--- config.mk ---
export PLATFORM = sky130hd
export DESIGN_NAME = lcd_status_formatter
export DESIGN_NICKNAME = d
export VERILOG_FILES = /design/src/rtl/lcd_status_formatter.sv
export SDC_FILE = /design/constraint.sdc
export NUM_CORES = 1
export LEC_CHECK = 0
export CORE_MARGIN = 5
export CORE_UTILIZATION = 30
export DETAILED_ROUTE_END_ITERATION = 8
export PLACE_DENSITY = 0.51
export REMOVE_ABC_BUFFERS = 1
export SYNTH_ARGS = -nofsm -noshare
export SYNTH_HDL_FRONTEND = slang
export SYNTH_SLANG_ARGS = --single-unit
--- constraint.sdc ---
create_clock -name clk -period 4.68 [get_ports clk]
set_input_delay 0.702 -clock clk [delete_from_list [all_inputs] [get_ports clk]]
set_output_delay 0.702 -clock clk [all_outputs]
set_load 0.01 [all_outputs]
--- src/rtl/lcd_status_formatter.sv ---
// lcd_status_formatter
//   Character generator for a 2x16 LCD. It maps a 5-bit character index to an
//   ASCII byte. Program number and PC are shown in decimal. They are converted
//   by a clocked double-dabble engine that handles one bit per clock, for both
//   values at once. The displayed digits change only at a commit edge, so a
//   half-converted snapshot is never visible.
//
//   Optional feature: define LCD_HEX_VIEW_EN to add a hex view on estado_i == 4.
//
// Ports
//   clk       system clock
//   rst_n     asynchronous active-low reset
//   index_i   character position (0x00-0x0F line 1, 0x10-0x1F line 2)
//   estado_i  display mode code
//   pc_i      current PC value (VAL_WIDTH)
//   prog_i    current program number (VAL_WIDTH)
//   upd_i     request a snapshot and conversion of pc_i/prog_i
//   char_o    registered ASCII byte for index_i
//   busy_o    conversion in progress
//   done_o    one-cycle pulse when new digits become visible
//   ovf_o     last committed snapshot overflowed a digit field
module lcd_status_formatter #(
  parameter int          VAL_WIDTH   = 32,
  parameter int          PC_DIGITS   = 4,
  parameter int          PROG_DIGITS = 2,
  parameter int          SIGNED_VALS = 1,
  parameter logic [31:0] MODE_BOOT   = 32'd1,
  parameter logic [31:0] MODE_READY  = 32'd2,
  parameter logic [31:0] MODE_STATUS = 32'd9999
) (
  input  logic                 clk,
  input  logic                 rst_n,
  input  logic [4:0]           index_i,
  input  logic [31:0]          estado_i,
  input  logic [VAL_WIDTH-1:0] pc_i,
  input  logic [VAL_WIDTH-1:0] prog_i,
  input  logic                 upd_i,
  output logic [7:0]           char_o,
  output logic                 busy_o,
  output logic                 done_o,
  output logic                 ovf_o
);

  localparam int CNT_W = $clog2(VAL_WIDTH + 1);
  localparam logic [CNT_W-1:0] CNT_LAST = CNT_W'(VAL_WIDTH - 1);

  typedef enum logic [1:0] {S_IDLE, S_SHIFT, S_COMMIT} state_t;

  state_t                 state_q, state_d;
  logic [CNT_W-1:0]       cnt_q, cnt_d;
  logic                   pend_q, pend_d;
  logic [VAL_WIDTH-1:0]   mag_pc_q, mag_pc_d, mag_pg_q, mag_pg_d;
  // BCD vectors are sized for the largest field (6 digits); unused columns stay 0.
  logic [23:0]            bcd_pc_q, bcd_pc_d, bcd_pg_q, bcd_pg_d;
  logic                   wovf_pc_q, wovf_pc_d, wovf_pg_q, wovf_pg_d;
  logic                   wneg_pc_q, wneg_pc_d, wneg_pg_q, wneg_pg_d;
  logic [23:0]            disp_pc_q, disp_pc_d, disp_pg_q, disp_pg_d;
  logic                   dneg_pc_q, dneg_pc_d, dneg_pg_q, dneg_pg_d;
  logic                   dovf_pc_q, dovf_pc_d, dovf_pg_q, dovf_pg_d;
  logic                   done_q, done_d;
  logic [7:0]             char_q, char_d;
  logic                   take_snap;
  logic [25:0]            step_pc, step_pg;
  logic [VAL_WIDTH:0]     snap_pc, snap_pg;
  logic [3:0]             col;
  logic                   line2;

  // Returns {negative, magnitude}. The most negative value negates to itself,
  // which, read as unsigned, is exactly the magnitude 2^(VAL_WIDTH-1).
  function automatic logic [VAL_WIDTH:0] snap(input logic [VAL_WIDTH-1:0] v);
    if (SIGNED_VALS != 0 && v[VAL_WIDTH-1]) return {1'b1, (~v) + VAL_WIDTH'(1)};
    return {1'b0, v};
  endfunction

  // One double-dabble step: {bad_column, carry_out, shifted_bcd}.
  function automatic logic [25:0] dabble(input logic [23:0] bcd, input logic in_bit,
                                         input int ndig);
    logic [23:0] adj;
    logic [23:0] sh;
    logic        bad;
    logic        carry;
    adj = bcd;
    bad = 1'b0;
    for (int k = 0; k < 6; k++) begin
      if (k < ndig) begin
        if (adj[k*4 +: 4] >= 4'd10) bad = 1'b1;
        if (adj[k*4 +: 4] >= 4'd5)  adj[k*4 +: 4] = adj[k*4 +: 4] + 4'd3;
      end
    end
    carry = adj[ndig*4-1];
    sh    = {adj[22:0], in_bit};
    for (int k = 0; k < 6; k++) begin
      if (k >= ndig) sh[k*4 +: 4] = 4'd0;
    end
    return {bad, carry, sh};
  endfunction

  function automatic logic [7:0] str_at(input logic [127:0] s, input int len, input int pos);
    return s[(len-1-pos)*8 +: 8];
  endfunction

  function automatic logic [7:0] digit_char(input logic [23:0] bcd, input logic ovf,
                                            input int d);
    return ovf ? 8'h2A : {4'h3, bcd[d*4 +: 4]};
  endfunction

`ifdef LCD_HEX_VIEW_EN
  logic [31:0] hex_pc_q, hex_pc_d, hex_pg_q, hex_pg_d;
  logic [31:0] pc_ext, pg_ext;

  function automatic logic [7:0] hex_char(input logic [3:0] n);
    return (n < 4'd10) ? (8'h30 + {4'h0, n}) : (8'h37 + {4'h0, n});
  endfunction

  if (VAL_WIDTH >= 32) begin : g_ext_trunc
    assign pc_ext = pc_i[31:0];
    assign pg_ext = prog_i[31:0];
  end else begin : g_ext_pad
    assign pc_ext = {{(32-VAL_WIDTH){1'b0}}, pc_i};
    assign pg_ext = {{(32-VAL_WIDTH){1'b0}}, prog_i};
  end
`endif

  assign col   = index_i[3:0];
  assign line2 = index_i[4];

  always_comb begin
    state_d   = state_q;
    cnt_d     = cnt_q;
    pend_d    = pend_q;
    mag_pc_d  = mag_pc_q;
    mag_pg_d  = mag_pg_q;
    bcd_pc_d  = bcd_pc_q;
    bcd_pg_d  = bcd_pg_q;
    wovf_pc_d = wovf_pc_q;
    wovf_pg_d = wovf_pg_q;
    wneg_pc_d = wneg_pc_q;
    wneg_pg_d = wneg_pg_q;
    disp_pc_d = disp_pc_q;
    disp_pg_d = disp_pg_q;
    dneg_pc_d = dneg_pc_q;
    dneg_pg_d = dneg_pg_q;
    dovf_pc_d = dovf_pc_q;
    dovf_pg_d = dovf_pg_q;
    done_d    = 1'b0;
    take_snap = 1'b0;
    snap_pc   = snap(pc_i);
    snap_pg   = snap(prog_i);
    step_pc   = dabble(bcd_pc_q, mag_pc_q[VAL_WIDTH-1], PC_DIGITS);
    step_pg   = dabble(bcd_pg_q, mag_pg_q[VAL_WIDTH-1], PROG_DIGITS);
`ifdef LCD_HEX_VIEW_EN
    hex_pc_d  = hex_pc_q;
    hex_pg_d  = hex_pg_q;
`endif

    case (state_q)
      S_IDLE: begin
        if (upd_i) begin
          take_snap = 1'b1;
          state_d   = S_SHIFT;
        end
      end
      S_SHIFT: begin
        if (upd_i) pend_d = 1'b1;
        bcd_pc_d  = step_pc[23:0];
        bcd_pg_d  = step_pg[23:0];
        // Overflow is sticky for the whole conversion.
        wovf_pc_d = wovf_pc_q | step_pc[25] | step_pc[24];
        wovf_pg_d = wovf_pg_q | step_pg[25] | step_pg[24];
        mag_pc_d  = mag_pc_q << 1;
        mag_pg_d  = mag_pg_q << 1;
        cnt_d     = cnt_q + CNT_W'(1);
        if (cnt_q == CNT_LAST) state_d = S_COMMIT;
      end
      S_COMMIT: begin
        disp_pc_d = bcd_pc_q;
        disp_pg_d = bcd_pg_q;
        dneg_pc_d = wneg_pc_q;
        dneg_pg_d = wneg_pg_q;
        dovf_pc_d = wovf_pc_q;
        dovf_pg_d = wovf_pg_q;
        done_d    = 1'b1;
`ifdef LCD_HEX_VIEW_EN
        hex_pc_d  = pc_ext;
        hex_pg_d  = pg_ext;
`endif
        // A request arriving on the commit edge itself counts as pending too.
        if (pend_q || upd_i) begin
          take_snap = 1'b1;
          pend_d    = 1'b0;
          state_d   = S_SHIFT;
        end else begin
          state_d   = S_IDLE;
        end
      end
      default: state_d = S_IDLE;
    endcase

    if (take_snap) begin
      wneg_pc_d = snap_pc[VAL_WIDTH];
      mag_pc_d  = snap_pc[VAL_WIDTH-1:0];
      wneg_pg_d = snap_pg[VAL_WIDTH];
      mag_pg_d  = snap_pg[VAL_WIDTH-1:0];
      bcd_pc_d  = 24'd0;
      bcd_pg_d  = 24'd0;
      wovf_pc_d = 1'b0;
      wovf_pg_d = 1'b0;
      cnt_d     = '0;
    end

    // Character map: reads only index/estado and the committed display regs.
    char_d = 8'h20;
    if (estado_i == MODE_BOOT) begin
      if (!line2 && col < 4'd9) char_d = str_at("INICIANDO", 9, int'(col));
      if (line2 && col < 4'd7)  char_d = str_at("SISTEMA", 7, int'(col));
    end else if (estado_i == MODE_READY) begin
      if (!line2 && col < 4'd7) char_d = str_at("SISTEMA", 7, int'(col));
      if (line2 && col < 4'd8)  char_d = str_at("INICIADO", 8, int'(col));
    end else if (estado_i == MODE_STATUS) begin
      if (!line2) begin
        if (col < 4'd8)       char_d = str_at("PROGRAMA", 8, int'(col));
        else if (col == 4'd9) char_d = dneg_pg_q ? 8'h2D : 8'h20;
        else if (int'(col) >= 10 && int'(col) < 10 + PROG_DIGITS)
          char_d = digit_char(disp_pg_q, dovf_pg_q, PROG_DIGITS - 1 - (int'(col) - 10));
      end else begin
        if (col < 4'd8)       char_d = str_at("CONTADOR", 8, int'(col));
        else if (col == 4'd9) char_d = dneg_pc_q ? 8'h2D : 8'h20;
        else if (int'(col) >= 10 && int'(col) < 10 + PC_DIGITS)
          char_d = digit_char(disp_pc_q, dovf_pc_q, PC_DIGITS - 1 - (int'(col) - 10));
      end
`ifdef LCD_HEX_VIEW_EN
    end else if (estado_i == 32'd4) begin
      if (col < 4'd3)
        char_d = str_at(line2 ? "PG=" : "PC=", 3, int'(col));
      else if (col < 4'd11)
        char_d = hex_char(line2 ? hex_pg_q[(10 - int'(col))*4 +: 4]
                                : hex_pc_q[(10 - int'(col))*4 +: 4]);
`endif
    end else begin
      if (col >= 4'd5 && col <= 4'd7) char_d = 8'h2D;
    end
  end

  always_ff @(posedge clk or negedge rst_n) begin
    if (!rst_n) begin
      state_q   <= S_IDLE;
      cnt_q     <= '0;
      pend_q    <= 1'b0;
      mag_pc_q  <= '0;
      mag_pg_q  <= '0;
      bcd_pc_q  <= '0;
      bcd_pg_q  <= '0;
      wovf_pc_q <= 1'b0;
      wovf_pg_q <= 1'b0;
      wneg_pc_q <= 1'b0;
      wneg_pg_q <= 1'b0;
      disp_pc_q <= '0;
      disp_pg_q <= '0;
      dneg_pc_q <= 1'b0;
      dneg_pg_q <= 1'b0;
      dovf_pc_q <= 1'b0;
      dovf_pg_q <= 1'b0;
      done_q    <= 1'b0;
      char_q    <= 8'h20;
`ifdef LCD_HEX_VIEW_EN
      hex_pc_q  <= '0;
      hex_pg_q  <= '0;
`endif
    end else begin
      state_q   <= state_d;
      cnt_q     <= cnt_d;
      pend_q    <= pend_d;
      mag_pc_q  <= mag_pc_d;
      mag_pg_q  <= mag_pg_d;
      bcd_pc_q  <= bcd_pc_d;
      bcd_pg_q  <= bcd_pg_d;
      wovf_pc_q <= wovf_pc_d;
      wovf_pg_q <= wovf_pg_d;
      wneg_pc_q <= wneg_pc_d;
      wneg_pg_q <= wneg_pg_d;
      disp_pc_q <= disp_pc_d;
      disp_pg_q <= disp_pg_d;
      dneg_pc_q <= dneg_pc_d;
      dneg_pg_q <= dneg_pg_d;
      dovf_pc_q <= dovf_pc_d;
      dovf_pg_q <= dovf_pg_d;
      done_q    <= done_d;
      char_q    <= char_d;
`ifdef LCD_HEX_VIEW_EN
      hex_pc_q  <= hex_pc_d;
      hex_pg_q  <= hex_pg_d;
`endif
    end
  end

  assign char_o = char_q;
  assign busy_o = (state_q != S_IDLE);
  assign done_o = done_q;
  assign ovf_o  = dovf_pc_q | dovf_pg_q;

endmodule

==> flow_summary.toml, run 1 <==
[route]
wl_per_cell_um = 15.7
drt_iter0_markers = 494
vias = 7796
drt-pass1-iter-count = 5
top_layer = "met4"
wl_met1_um = 11600
met3_length_um = 1300
drc_errors = 0
wl_met2_um = 10700
wl_um = 23800
via_per_inst = 5.12
antenna_left = 0

[critical_path]
worst_path_max_delay_cell = "or3b_2"
crit_path_start_kind = "input port"
cp_max_fo = 7
critical_path_class = "input port to register"
path_cells = "clkdlybuf4s50_1 > inv_1 > ha_1 > inv_1 > ha_1 > inv_1 > ha_1 > or3b_2 > mux2i_1 > nor4b_1 > nand2_1 > a311o_1 > a2bb2oi_2"
critPathArrivalTime_ps = 3880
crit_path_end_kind = "register"
cp.required_ps = 5020
max_stage_delay_ps = 440

[sta]
finalSetupViolations = 0
finalHoldViolCount = 0
worst_pin_slew_ps = 1190
finalSetupTns_ps = 0
fin_skew_ps = 13.1
fin_crit_sh_pct = 75.5
relSlewSlack_pct = 20.1
rsz0062_at_grt = "false"
slew_violations = 0
layout_min_cycle_time_ps = 3530
max_freq_ghz = 0.283

[yosys]
synth_cells = 1041
synth.mux.area_fraction_pct = 5.01
syn-cell-area_mm2 = 0.00889
synth-compound-area-share_pct = 19.1
syn_avg_cell_area_um2 = 8.54
yosysUniqueCellTypes = 71
ys_async_sr_fraction_pct = 100
yosysWarnings = 0
ys_ff_latch = 137
ys.flop_type = "dfrtp_1"
synth_xor_area_share_pct = 6.90
synth_top_family_by_area = "simple AND/OR/NAND/NOR gates"
synth_simple_gate_area_share_pct = 21.8
synth-seq-area-share_pct = 38.6
synth_edf_count = 0
synth_fa_ha_area_share_pct = 4.36

[clock_tree]
cts-resized-gates = 0
path_clk_slew_ps = 70
cts_setup_buffers = 0
ctsHoldBuffers = 0
htree_levels = 4
numCtsBuffers = 17
cts_tree = "done"
cts.sinks = 137
insertion_delay_ps = 420
root_buffer = "clkbuf_16"
cts_buffer_depth = 2

[power]
powerDensity_mw_per_mm2 = 463
max-vdd-ir-drop_mv = 0.226
leakagePower_nw = 4.47

[finish]
layout_common_cells = "nand2_1 (162), dfrtp_1 (136), clkdlybuf4s50_1 (112), o21ai_0 (86), nor2_1 (68)"
antenna_cells = 0
final_common_cell = "nand2_1"
area_growth_pct = 23.3
postLayoutCoreUtil_pct = 37.2
fin_nets = 1256
drive_above_1_share_pct = 8.56

[placed_design]
gp_congestion = 0.863
port_buffers = 113
dpl.hpwl_um = 16500

[floorplanning]
io_pins = 115
die_area_mm2 = 0.0332
die_w_um = 182
initial_core_util_pct = 30.1
core_area_mm2 = 0.0295
fp.dieH_um = 182
floorplan.rows = 63

[global_route]
grt_max_degree = 88
antenna_found_initial = 0
grt_pass1_wl_um = 39800
track_usage_pct = 14.3
grt_overflow_total = 0
first_global_vias = 7799

[run_status]
outcome = "complete, no violations"

[hold_path]
hp-class = "input port to asynchronous set/reset pin"

[run]
drv_cap = 0
## registers in the layout, summed over array words and instances (netlist names), 2 cells and up
signal / flops
state_q: 2
mag_pg_q: 32
disp_pc_q: 16
mag_pc_q: 32
disp_pg_q: 8
char_o: 7
bcd_pg_q: 8
cnt_q: 6
bcd_pc_q: 16
## critical path: cells and delay by family
kind | cells | cell delay [ps]
AND/OR/NAND/NOR | 3 | 910
buffers and inverters | 4 | 730
multiplexers | 1 | 250
AO/OA/AOI/OAI | 2 | 490
adder cells (fa/ha/maj) | 3 | 780
## cells in the mapped netlist, drive strengths merged (4+ instances only)
cell type  count  area (µm²)
nand2        162         608
dfrtp        136        3400
o21ai         91         459
nor2          69         259
a21oi         60         300
clkbuf        50         188
xnor2         39         342
nand3         35         175
ha            31         388
xor2          31         272
o31ai         30         225
inv           29         109
a31oi         28         175
and3          24         150
mux2          20         225
buf           17        75.1
nor4          17         106
nor2b         16         100
nor3          14        80.1
mux2i         13         130
nand2b        10        62.6
nand4         10        62.6
o41ai          9        86.3
or4            9        75.1
or2            7        43.8
a32o           6        60.1
nor3b          5        37.5
o211ai         5        37.5
a21boi         4        30.0
a221o          4        40.0
a221oi         4        35.0
and2           4        25.0
mux4           4        90.1
o22ai          4        25.0
## cell families (layout without fill, tap and decap cells)
group | count (synthesis) | count (layout)
buf+inv | 96 | 188
fa+ha+maj | 31 | 31
compound gates | 270 | 270
simple gates | 399 | 399
xor+xnor | 70 | 70
mux | 37 | 37
flops | 137 | 137
other cells | 1 | 1
## power by group
group / internal [mW] / switching, mW / leakage, nW
Clock: 0.805 / 0.544 / 0.281
Combinational: 0.794 / 0.967 / 2.45
Sequential: 1.64 / 0.327 / 1.74
Total: 3.24 / 1.84 / 4.47
## cell type report
| cell class | instances | area (µm²) |
|---|---|---|
| clock inverter | 12 | 141 |
| inverter | 29 | 109 |
| fill | 3076 | 18500 |
| multi-input combinational | 808 | 5100 |
| sequential | 137 | 3430 |
| timing repair buffer | 128 | 1240 |
| clock buffer | 19 | 443 |
| tap | 390 | 488 |
## per-layer routing
layer,global-route usage [%],vias up
met3,3.31,18
met1,19.5,3692
met2,23.1,207
li1,-,3879
met4,3.27,0
met5,0,-
## path summary, 6_finish.rpt
check / startpoint / to / slack (ps) / depth (start not counted)
max reg2reg: state_q[0] / cnt_q[4] / 2290 / 5
min reg2reg: cnt_q[5] / state_q[1] / 470 / 1
max: index_i[2] / char_o[0] / 1150 / 13
max in group asynchronous: rst_n / disp_pc_q[11] / 3360 / 2
min: rst_n / mag_pc_q[15] / 340 / 1
min in group clk: cnt_q[5] / state_q[1] / 470 / 1
## per-stage QoR
| stage | setup slack [ps] | power [mW] | hold WS, ps | cell area (µm²) | instances |
|---|---|---|---|---|---|
| 5_1_grt | 960 | 5.51 | 407 | 11000 | 1523 |
| 4_1_cts | 1160 | 5.14 | 385 | 11000 | 1523 |
| 3_5_place_dp | 747 | 3.77 | 461 | 10400 | 1492 |
| 3_3_place_gp | 823 | 3.74 | 456 | 10400 | 1492 |
| 6_report | 1150 | 5.08 | 344 | 11000 | 1523 |
| 2_1_floorplan | 221 | 3.18 | 406 | 8620 | 974 |
Note: power is estimated with default switching activity, not from simulation.
==> run 2, diff against run 1 <==
- PLACE_DENSITY: 0.51 -> 0.52
- clock period: 4.68 -> 2.9 ns (I/O delays scaled with it)
==> run 2 against run 1 <==
  * Via count up 3.2%
  * First-iteration DRC count is 20% lower
  * Clock skew grew 3.2 ps
  * Final area up 4.2%
  * Sequential power grew 60%
  * Setup slack lost 890 ps
  * Core utilization up 1.5 points
  * Flip-flop and latch count is the same
  * Critical endpoint unchanged
  * Wire length decreased by 0.49%
  * Global-route usage increased by 0.27 points
  * The flow now finishes with violations (hold timing)
  * Total power rose by 63%
==> flow_summary.toml, run 2 (synthesis results as in run 1) <==
[critical_path]
crit_path_end_kind = "register"
path_cells = "clkdlybuf4s50_1 > ha_4 > inv_1 > ha_1 > or3b_4 > mux2i_2 > nor4b_4 > buf_4 > nand2_1 > a311o_1 > a2bb2oi_2"
crit_path_start = "index_i[3]"
cp.required_ps = 3250
worstRegToRegCells = 5
crit_path_start_kind = "input port"
r2r-end = "mag_pc_q[29]"
cp_max_fo = 2
worst_path_max_delay_cell = "clkdlybuf4s50_1"
critPathArrivalTime_ps = 3000
reg2reg_from = "state_q[1]"
regToRegSetupSlack_ps = 950
critPathCapture = "char_o[0]"
critical_path_class = "input port to register"
max_stage_delay_ps = 460

[finish]
area_growth_pct = 28.5
reg_top3 = "mag_pc_q x32, mag_pg_q x32"
layout_common_cells = "nand2_1 (162), dfrtp_1 (136), clkdlybuf4s50_1 (110), o21ai_0 (85), nor2_1 (68)"
antenna_cells = 0
final_common_cell = "nand2_1"
postLayoutCoreUtil_pct = 38.7
stdcell_count = 1565
design_area_mm2 = 0.0114
fin_nets = 1298
regArea_mm2 = 0.00343
multiInputGateArea_mm2 = 0.00516
drive_above_1_share_pct = 12.3
n_fill_cell = 3028

[route]
antenna_left = 0
vias = 8042
drt-pass1-iter-count = 5
via_per_inst = 5.14
drc_errors = 0
wl_per_cell_um = 15.2
wl_um = 23700
drt_iter0_markers = 396

[placed_design]
place_inst = 1531
port_buffers = 113
dpl.hpwl_um = 16800
place_area_mm2 = 0.0108
gp_congestion = 0.876
pre_cts_ws_ps = -507

[power]
leakagePower_nw = 4.73
powerDensity_mw_per_mm2 = 724
max-vdd-ir-drop_mv = 0.384

[clock_tree]
root_buffer = "clkbuf_16"
htree_levels = 4
cts.sinks = 137
insertion_delay_ps = 430
cts_buffer_depth = 2
numCtsBuffers = 17
path_clk_slew_ps = 70
cts_tree = "done"

[run]
drv_cap = 0

[sta]
worst_pin_slew_ps = 683
rsz0062_at_grt = "false"
finalHoldViolCount = 2
max_freq_ghz = 0.378
finalSetupViolations = 0
relSlewSlack_pct = 54.5
fin_skew_ps = 16.3
whs_ps = -9.06
layout_min_cycle_time_ps = 2650
fin_crit_sh_pct = 91.2
slew_violations = 0
setup_slack_ps = 255

[floorplanning]
fp.dieH_um = 182
initial_core_util_pct = 30.1
core_area_mm2 = 0.0295
io_pins = 115
die_w_um = 182
floorplan.rows = 63
die_area_mm2 = 0.0332

[run_status]
violations = "hold timing"
outcome = "finished, violations left"

[global_route]
grt_pass1_wl_um = 40500
antenna_found_initial = 0
grt_overflow_total = 0
track_usage_pct = 14.6
grt_max_degree = 66
first_global_vias = 8102

[hold_path]
hp-class = "input port to asynchronous set/reset pin"
==> run 2: cell count changes in the layout (fill, tap and decap cells not counted), moves of 3 or more <==
cell | before | now
clkinv_4 | 3 | 6
buf_12 | 0 | 7
ha_1 | 31 | 28
buf_4 | 15 | 50
==> run 2: layer usage <==
layer | routed length [µm] | vias to the layer above | global-route usage [%]
li1 | - | 3965 | -
met1 | 11300 | 3875 | 19.3
met2 | 11000 | 180 | 24.4
met3 | 1150 | 22 | 3.19
met4 | 289 | 0 | 3.51
met5 | 0 | - | 0
==> run 2: what timing repair did <==
item | 4_1_cts | 5_1_grt
setup buffers | 2 | 1
cloned | 0 | 0
setup endpoints to repair | 1 | 3
pin swaps | 1 | 4
endpoints found under the hold margin | 0 | 0
resized for setup | 1 | 12
hold buffers | 0 | 0
==> run 2: worst min path at each step <==
stage	startpoint	end	slack [ps]	cells past startpoint
after floorplan	rst_n	bcd_pc_q[0]	140	0
after global placement	disp_pg_q[5]	disp_pg_q[5]	460	2
after detailed placement	mag_pc_q[31]	bcd_pc_q[0]	460	2
after CTS	rst_n	mag_pc_q[12]	30	1
after global routing	rst_n	mag_pc_q[12]	50	1
final	rst_n	mag_pc_q[12]	-9	1
==> run 2: layout make-up <==
cell class | instances | area share, %
multi-input combinational | 808 | 45.2
clock buffer | 19 | 3.79
clock inverter | 12 | 1.26
timing repair buffer | 170 | 14.5
inverter | 29 | 0.953
tap | 390 | 4.27
sequential | 137 | 30.0
==> run 2: critical path: cells and delay by family <==
kind	cells	cell delay, ps
compound gates	2	510
mux	1	190
fa+ha+maj	2	560
simple gates	3	640
buf+inv	3	650
==> run 2: per-stage QoR <==
stage,TNS (ps),hold slack [ps],power (mW)
after global routing,0,54.4,8.99
after global placement,-1070,457,6.12
final,0,-9.06,8.27
after CTS,0,31.5,8.38
after detailed placement,-1060,462,6.15
after floorplan,-65510,139,5.12
==> run 2: power by group <==
part	switching [mW]	total (mW)	internal (mW)	leakage, nW
combinational	1.57	2.94	1.37	2.71
clock	0.893	2.17	1.28	0.282
sequential	0.513	3.16	2.64	1.74
==> run 3, diff against run 2 <==
- SKIP_CTS_REPAIR_TIMING: default -> 1
==> run 3 against run 2 <==
  * Highest routed layer unchanged
  * Largest cell class unchanged
  * Core utilization decreased by 0.15 points
  * The run still ends with hold timing left
  * Cell count decreased by 0.13%
  * Register-to-register slack is essentially flat
  * Total power is essentially flat
  * Final area down 0.38%
  * Sequential share of layout area up 0.12 points
  * Clock-buffer cell count unchanged
  * Die area stayed put
  * Hold slack worse by 0.59 ps
  * Setup slack lost 150 ps
  * Wire length decreased by 0.28%
  * Combinational power barely moved
==> flow_summary.toml, run 3 (synthesis results as in run 1) <==
[route]
drt_iter0_markers = 390
wl_um = 23700
drt-pass1-iter-count = 5
vias = 7986
via_per_inst = 5.11
drc_errors = 0
antenna_left = 0
wl_per_cell_um = 15.1

[power]
power.internal_mw = 5.29
comb_power_share_pct = 35.5
max-vdd-ir-drop_mv = 0.385
powerDensity_mw_per_mm2 = 727
power.total_mw = 8.26
power_frac_seq_pct = 38.2
pwr-share-clk_pct = 26.3
leakagePower_nw = 4.71
swShare_pct = 36.0
power_switching_mw = 2.98

[floorplanning]
io_pins = 115
core_area_mm2 = 0.0295
floorplan.rows = 63
initial_core_util_pct = 30.1
fp.dieH_um = 182
die_w_um = 182
die_area_mm2 = 0.0332

[run]
drv_cap = 0

[finish]
drive_above_1_share_pct = 11.8
fin_nets = 1296
antenna_cells = 0
n_fill_cell = 3027
final_common_cell = "nand2_1"
layout_common_cells = "nand2_1 (162), dfrtp_1 (136), clkdlybuf4s50_1 (111), o21ai_0 (86), nor2_1 (68)"
area_growth_pct = 28.0
reg_top3 = "mag_pc_q x32, mag_pg_q x32"
postLayoutCoreUtil_pct = 38.6

[sta]
setup_slack_ps = 107
whs_ps = -9.65
finalSetupViolations = 0
fin_skew_ps = 16.0
relSlewSlack_pct = 54.7
fin_crit_sh_pct = 96.3
finalSetupTns_ps = 0
layout_min_cycle_time_ps = 2790
finalHoldViolCount = 2
slew_violations = 0
max_freq_ghz = 0.358
worst_pin_slew_ps = 680

[critical_path]
worstRegToRegCells = 5
cp_top_family = "buffers and inverters"
crit_path_start_kind = "input port"
critPathArrivalTime_ps = 3150
reg2reg_from = "state_q[0]"
crit_path_end_kind = "register"
regToRegSetupSlack_ps = 950
cp.required_ps = 3260
worst_path_max_delay_cell = "clkdlybuf4s50_1"
max_stage_delay_ps = 430
path_cells = "clkdlybuf4s50_1 > inv_1 > ha_1 > inv_1 > ha_1 > inv_1 > ha_1 > or3b_4 > mux2i_4 > nor4b_4 > buf_4 > nand2_1 > a311o_1 > a2bb2oi_2"
critical_path_class = "input port to register"
worst-path-buf-inv = 5
r2r-end = "mag_pc_q[24]"
cp_max_fo = 2

[run_status]
outcome = "finished, violations left"
violations = "hold timing"

[clock_tree]
insertion_delay_ps = 430
cts.sinks = 137
cts_buffer_depth = 2
htree_levels = 4
cts_tree = "done"
numCtsBuffers = 17
root_buffer = "clkbuf_16"
path_clk_slew_ps = 70

[placed_design]
pre_cts_ws_ps = -507
port_buffers = 113
dpl.hpwl_um = 16800
gp_congestion = 0.876

[hold_path]
hp-class = "input port to asynchronous set/reset pin"

[global_route]
first_global_vias = 8087
antenna_found_initial = 0
track_usage_pct = 14.5
grt_max_degree = 66
grt_pass1_wl_um = 40400
grt_overflow_total = 0
-- run 3: cell count changes in the layout (fill, tap and decap cells not counted), sizes merged --
cell and delta:
clkdlybuf4s50 +1, buf -2, dlymetal6s2s -1
-- run 3: final cells by class --
| class | count | area, µm² | share of cell area (%) |
|---|---|---|---|
| Sequential cell | 137 | 3430 | 30.2 |
| Tap cell | 390 | 488 | 4.29 |
| Inverter | 29 | 109 | 0.957 |
| Multi-Input combinational cell | 808 | 5130 | 45.1 |
| Clock buffer | 19 | 433 | 3.81 |
| Timing Repair Buffer | 168 | 1640 | 14.4 |
| Clock inverter | 12 | 144 | 1.27 |
-- run 3: power groups by stage --
stage / Sequential, mW / Clock, mW / Combinational, mW
final: 3.16 / 2.17 / 2.94
after global routing: 3.27 / 2.31 / 3.41
after CTS: 3.16 / 2.23 / 2.98
after detailed placement: 3.19 / 0 / 2.97
after global placement: 3.18 / 0 / 2.94
after floorplan: 3.04 / 0 / 2.08
-- run 3: worst max-delay path by stage --
stage / start / endpoint / slack, ps / depth (start not counted)
6_report: index_i[1] / char_o[0] / 110 / 14
5_1_grt: index_i[1] / char_o[0] / -30 / 14
4_1_cts: index_i[2] / char_o[0] / -90 / 14
3_5_place_dp: index_i[2] / char_o[0] / -510 / 14
3_3_place_gp: index_i[1] / char_o[0] / -480 / 14
2_1_floorplan: state_q[1] / mag_pc_q[20] / -1560 / 4
-- run 3: metrics by stage --
stage | instance area, µm² | std cells
after global routing | 11400 | 1563
after CTS | 11300 | 1562
after detailed placement | 10800 | 1531
final | 11400 | 1563
after floorplan | 8620 | 974
after global placement | 10800 | 1531
-- run 3: metal layers --
layer / wire length [µm] / up-vias / global-route usage, % / share of wire (%)
met5: 0 / - / 0 / 0
met4: 283 / 0 / 3.54 / 1.2
met3: 1140 / 23 / 3.27 / 4.8
met2: 10900 / 173 / 24.2 / 46
met1: 11300 / 3825 / 19.2 / 48
li1: - / 3965 / - / -
